`config.mk`:
```
export PLATFORM = sky130hd
export DESIGN_NAME = control_unit
export DESIGN_NICKNAME = d
export VERILOG_FILES = /design/src/rtl/ctrl_pkg.sv /design/src/rtl/control_decode.sv /design/src/rtl/control_unit.sv
export SDC_FILE = /design/constraint.sdc
export NUM_CORES = 1
export LEC_CHECK = 0
export CORE_ASPECT_RATIO = 0.8
export CORE_MARGIN = 10
export CORE_UTILIZATION = 28
export CTS_BUF_LIST = sky130_fd_sc_hd__clkbuf_8
export DETAILED_ROUTE_END_ITERATION = 6
export GPL_ROUTABILITY_DRIVEN = 0
export PLACE_DENSITY = 0.81
export SYNTH_ARGS = -nofsm -noshare
export SYNTH_HDL_FRONTEND = slang
export SYNTH_SLANG_ARGS = --single-unit
```
`constraint.sdc`:
```
create_clock -name clk -period 1.3 [get_ports clk]
set_clock_uncertainty 0.15 [all_clocks]
set_input_delay 0.13 -clock clk [delete_from_list [all_inputs] [get_ports clk]]
set_output_delay 0.13 -clock clk [all_outputs]
set_load 0.02 [all_outputs]
```
`src/rtl/ctrl_pkg.sv`:
```
// Shared definitions for the microcontroller control unit: opcode classes,
// ALU operation codes, run-state encoding and the control vector layout.
package ctrl_pkg;

   // Opcode classes, matched against Opcode[5:2]. An ALU R-type instruction is
   // recognised from Opcode[5] alone, so only bit 3 of OPC_ALU is meaningful.
   localparam logic [3:0] OPC_ALU = 4'b1000;
   localparam logic [3:0] OPC_LI  = 4'b0000;
   localparam logic [3:0] OPC_J   = 4'b0100;
   localparam logic [3:0] OPC_JZ  = 4'b0101;
   localparam logic [3:0] OPC_JNZ = 4'b0110;

   // Class 0111 holds only the HALT encoding; the other three words in it are illegal.
   localparam logic [3:0] OPC_SYS  = 4'b0111;
   localparam logic [5:0] OPC_HALT = 6'b011100;

   // ALU operation select. R-type instructions pass Opcode[4:2] straight through,
   // so these names only document the datapath ALU's own encoding.
   localparam logic [2:0] ALU_PASSB = 3'b000;
   localparam logic [2:0] ALU_ADD   = 3'b001;
   localparam logic [2:0] ALU_SUB   = 3'b010;
   localparam logic [2:0] ALU_AND   = 3'b011;
   localparam logic [2:0] ALU_OR    = 3'b100;
   localparam logic [2:0] ALU_XOR   = 3'b101;
   localparam logic [2:0] ALU_SLT   = 3'b110;
   localparam logic [2:0] ALU_NOT   = 3'b111;

   // Run-state encoding.
   typedef enum logic [1:0] {
      ST_RUN  = 2'd0,
      ST_HALT = 2'd1,
      ST_TRAP = 2'd2
   } state_t;

   // Datapath control vector.
   typedef struct packed {
      logic       s_inc;
      logic       s_inm;
      logic       we;
      logic       wez;
      logic [2:0] alu_op;
   } ctrl_t;

   // Control vector while reset is asserted: PC advances, nothing is written.
   localparam ctrl_t CTRL_RESET = '{s_inc: 1'b1, s_inm: 1'b0, we: 1'b0, wez: 1'b0, alu_op: ALU_PASSB};

   // Control vector in HALT and TRAP: PC reloads from the instruction, nothing is written.
   localparam ctrl_t CTRL_STOP  = '{s_inc: 1'b0, s_inm: 1'b0, we: 1'b0, wez: 1'b0, alu_op: ALU_PASSB};

endpackage

```
`src/rtl/control_decode.sv`:
```
// Combinational instruction decoder: maps the 6-bit opcode and the zero flag to
// the control vector used while the CPU is running, and flags the HALT and
// illegal encodings for the run-state machine.
module control_decode
   import ctrl_pkg::*;
(
   input  logic [5:0] Opcode,
   input  logic       zero,
   output ctrl_t      ctrl,
   output logic       is_halt,
   output logic       is_illegal
);

   // Decode one instruction; defaults describe a harmless "advance PC" row.
   always_comb begin
      ctrl       = '{s_inc: 1'b1, s_inm: 1'b0, we: 1'b0, wez: 1'b0, alu_op: ALU_PASSB};
      is_halt    = 1'b0;
      is_illegal = 1'b0;
      if (Opcode[5]) begin
         ctrl.alu_op = Opcode[4:2];
         ctrl.we     = 1'b1;
         ctrl.wez    = 1'b1;
      end else begin
         case (Opcode[5:2])
            OPC_LI: begin
               ctrl.s_inm = 1'b1;
               ctrl.we    = 1'b1;
            end
            OPC_J:   ctrl.s_inc = 1'b0;
            OPC_JZ:  ctrl.s_inc = ~zero;
            OPC_JNZ: ctrl.s_inc = zero;
            OPC_SYS: begin
               if (Opcode == OPC_HALT) begin
                  ctrl.s_inc = 1'b0;
                  is_halt    = 1'b1;
               end else begin
                  is_illegal = 1'b1;
               end
            end
            default: is_illegal = 1'b1;
         endcase
      end
   end

endmodule

```
`src/rtl/control_unit.sv`:
```
// Control unit for the single-cycle microcontroller datapath. Decodes the
// opcode combinationally, tracks a RUN/HALT/TRAP run state and forces safe
// controls during reset, HALT and TRAP.
// Optional feature: define CTRL_PERF_EN to build the retired/taken counters;
// otherwise both counter outputs are tied to zero.
module control_unit
   import ctrl_pkg::*;
#(
   parameter int CNT_W = 16
) (
   input  logic             clk,
   input  logic             reset,
   input  logic [5:0]       Opcode,
   input  logic             zero,
   output logic             s_inc,
   output logic             s_inm,
   output logic             we,
   output logic             wez,
   output logic [2:0]       ALUOp,
   output logic             halted,
   output logic             trap,
   output logic [CNT_W-1:0] retired,
   output logic [CNT_W-1:0] taken
);

   state_t state;
   ctrl_t  dec_ctrl;
   ctrl_t  out_ctrl;
   logic   dec_halt;
   logic   dec_illegal;

   control_decode u_decode (
      .Opcode     (Opcode),
      .zero       (zero),
      .ctrl       (dec_ctrl),
      .is_halt    (dec_halt),
      .is_illegal (dec_illegal)
   );

   // Run-state register: HALT and TRAP are sticky until reset.
   always_ff @(posedge clk) begin
      if (reset) begin
         state <= ST_RUN;
      end else if (state == ST_RUN) begin
         if (dec_halt) begin
            state <= ST_HALT;
         end else if (dec_illegal) begin
            state <= ST_TRAP;
         end
      end
   end

   // Override mux: reset wins, then HALT/TRAP silence the datapath.
   always_comb begin
      out_ctrl = CTRL_RESET;
      if (!reset) begin
         case (state)
            ST_RUN:  out_ctrl = dec_ctrl;
            default: out_ctrl = CTRL_STOP;
         endcase
      end
   end

   assign s_inc  = out_ctrl.s_inc;
   assign s_inm  = out_ctrl.s_inm;
   assign we     = out_ctrl.we;
   assign wez    = out_ctrl.wez;
   assign ALUOp  = out_ctrl.alu_op;
   assign halted = !reset && (state == ST_HALT);
   assign trap   = !reset && (state == ST_TRAP);

`ifdef CTRL_PERF_EN
   // Performance counters: every RUN cycle retires one instruction; a RUN cycle
   // that does not advance the PC sequentially is a taken jump.
   always_ff @(posedge clk) begin
      if (reset) begin
         retired <= '0;
         taken   <= '0;
      end else if (state == ST_RUN) begin
         retired <= retired + 1'b1;
         if (!dec_ctrl.s_inc) begin
            taken <= taken + 1'b1;
         end
      end
   end
`else
   assign retired = '0;
   assign taken   = '0;
`endif

endmodule

```
==> impl_metrics.ini <==
[global_routing]
grt_first_pass_wirelength_mm = 2.15
grt_pass1_vias = 445
grt-ovfl-total = 0
grt_start_max_net_pins = 9
antenna_found_initial = 0
track_usage_pct = 7.46

[finish]
layout.nets = 98
final_core_util_pct = 45.2
top_regs = state x2
largest_register_ffs = 2
top_register = state
area_delta_synth_final_pct = 44.5
antenna_cells = 0
instances_no_fill = 108
drive_above_1_share_pct = 36.8

[sta]
final.setup.tns_ns = -0.784
finalWorstSetupSlack_ns = -0.129
hold_viol = 0
finalSetupViolCount = 9
whs_ns = 0.311
post-route-min-period_ns = 1.43
timing.fmax_mhz = 700
rsz0062_at_grt = true
maxSlewViolCount = 0
fin_crit_sh_pct = 110

[pwr]
power_density_nw_per_um2 = 839
ir_worst_vdd_v = 0.000279
p_leak_nw = 0.354
total_power_uw = 552

[setup_path]
max_stage_delay_ns = 0.32
crit_fanout = 6
crit_start = state[1]
cp_top_family = simple AND/OR/NAND/NOR gates
path_buf_inv = 1
path_cells = nor3_4 -> and3_2 -> buf_4
cp-start-kind = flip-flop
worstPathArrival_ns = 1.15
slowest_stage = dfxtp_2
reg2reg_setup_slack_ns = 0.14
critPathKind = reg -> out
required_ns = 1.02
rr_startpoint = state[1]
critPathCaptureType = primary output

[logic_synthesis]
ys.flop_type = dfxtp_1
synthTopCellsByArea = buf_4 (53%), dfxtp_1 (8.8%), and4bb_4 (3.6%)
synth.most_common_cell = buf_4
synth.ff_latch_count = 2
synthTopCellsByCount = buf_4 (32), nor2_1 (3), nor3_1 (3)
yosys_warnings = 0
netlist_instances = 60
async_flop_share_pct = 0
synth-seq-area-share_pct = 8.79
synth_top_area_share_pct = 52.7
synth_edf_count = 0
netlist_area_um2 = 455
synthDistinctLibCells = 22
syn_area_per_cell_um2 = 7.59
yosys.area.top_type = buf_4

[drt]
drt-total-wl_mm = 1.41
routedWlPerCell_um = 13.1
ant_nets = 0
drtPass1Iterations = 3
remaining_drc_errors = 0
drtIter0Drc = 8
drt-vias-per-instance = 3.70
vias = 400

[die]
start_util_pct = 31.3
die_y_um = 56.1
die-width_um = 65.1
fp.coreArea_um2 = 1460
num_io_pins = 50
num_rows = 12
die_area_um2 = 3650

[clock_tree]
cts-root-buf = clkbuf_8
clk-insertion-delay-late_ns = 0.21
htree_levels = 1
cts.sinks = 2
cts_hold_buf = 0
cts_max_path_buffers = 2
cts_buffers = 3
cts_tree = built
clk_pin_slew_worst_paths_ns = 0.03

[status]
violations = negative setup slack
outcome = finished, violations left

[place]
dp.cells = 104
dp_hpwl_mm = 1.20
portBuffers = 17

[flow_run]
cap_violations = 0

[min_path]
holdCritPathClass = in -> reg
min-delay-start = reset
==> metal layers <==
metal / share of wire (%) / GRT usage [%] / vias up
met5: 0 / 0 / -
met4: 2.1 / 5.45 / 0
met3: 10 / 2.81 / 4
met2: 57 / 13.5 / 23
met1: 31 / 6.48 / 182
li1: - / - / 191
==> worst register-to-register path: stages, from the launching register on <==
cell and delay, ns:
dfxtp_2 0.34, buf_4 0.11, buf_6 0.09, inv_1 0.05
buf_4 0.13, a31oi_1 0.11, nor2_1 0.06
==> cell usage in the layout, fill, tap and decap left out <==
cell / netlist / layout
nor3_1: 3 / 1
a31oi_1: 1 / 1
o21ai_2: 0 / 1
dlygate4sd2_1: 0 / 5
nand2_1: 2 / 2
nor3_4: 0 / 1
clkdlybuf4s15_1: 0 / 2
conb_1: 1 / 32
clkbuf_8: 0 / 3
dfxtp_2: 0 / 2
a21o_1: 1 / 1
nor3b_2: 0 / 1
o2bb2ai_1: 1 / 1
inv_1: 1 / 1
nor2_2: 0 / 1
o21a_1: 1 / 1
a22oi_1: 1 / 1
buf_4: 32 / 10
and3_2: 1 / 1
mux2i_1: 1 / 1
and2_1: 1 / 1
clkdlybuf4s15_2: 0 / 1
nor3_2: 1 / 2
o21bai_1: 1 / 1
nor2_1: 3 / 2
buf_6: 0 / 7
and4bb_4: 1 / 1
nor2b_4: 1 / 1
and3_1: 2 / 2
==> final cells by class <==
| class | count | area [um^2] |
|---|---|---|
| multi-input cells | 56 | 315 |
| flip-flops and latches | 2 | 42.5 |
| well taps | 21 | 26.3 |
| inverters | 1 | 3.75 |
| clock buffers | 3 | 41.3 |
| repair buffers | 25 | 229 |
| fillers | 151 | 798 |
==> through the flow <==
step	worst slack, ns	instance area [um^2]
final	-0.129	658
after global routing	-0.187	658
after detailed placement	-0.756	581
after CTS	-0.129	656
after global placement	-0.694	581
after floorplan	0.0814	572
==> logic make-up after synthesis <==
kind of cell    share of synthesized area (%)
compound gates                           11.0
other cells                             0.823
mux                                      2.20
flops                                    8.79
simple gates                             23.6
buf+inv                                  53.6
==> path summary, 6_finish.rpt <==
kind / cells after the start / endpoint
setup / recovery: 3 / ALUOp[1]
hold / removal: 3 / state[0]
setup reg to reg: 6 / state[0]
hold reg to reg: 3 / state[0]
==> power breakdown <==
group	switching (mW)	internal (mW)	leakage, nW	total [mW]
clock network	0.0513	0.196	0.0216	0.247
logic	0.155	0.0800	0.315	0.235
registers	0.00356	0.0662	0.0172	0.0697
total	0.210	0.342	0.354	0.552
==> timing repair <==
item,in CTS,in global routing
setup endpoints to repair,10,9
pin swaps,7,2
buffers inserted,1,0
endpoints found under the hold margin,0,0
gates resized for setup,73,1
Note: power is estimated with default switching activity, not from simulation.
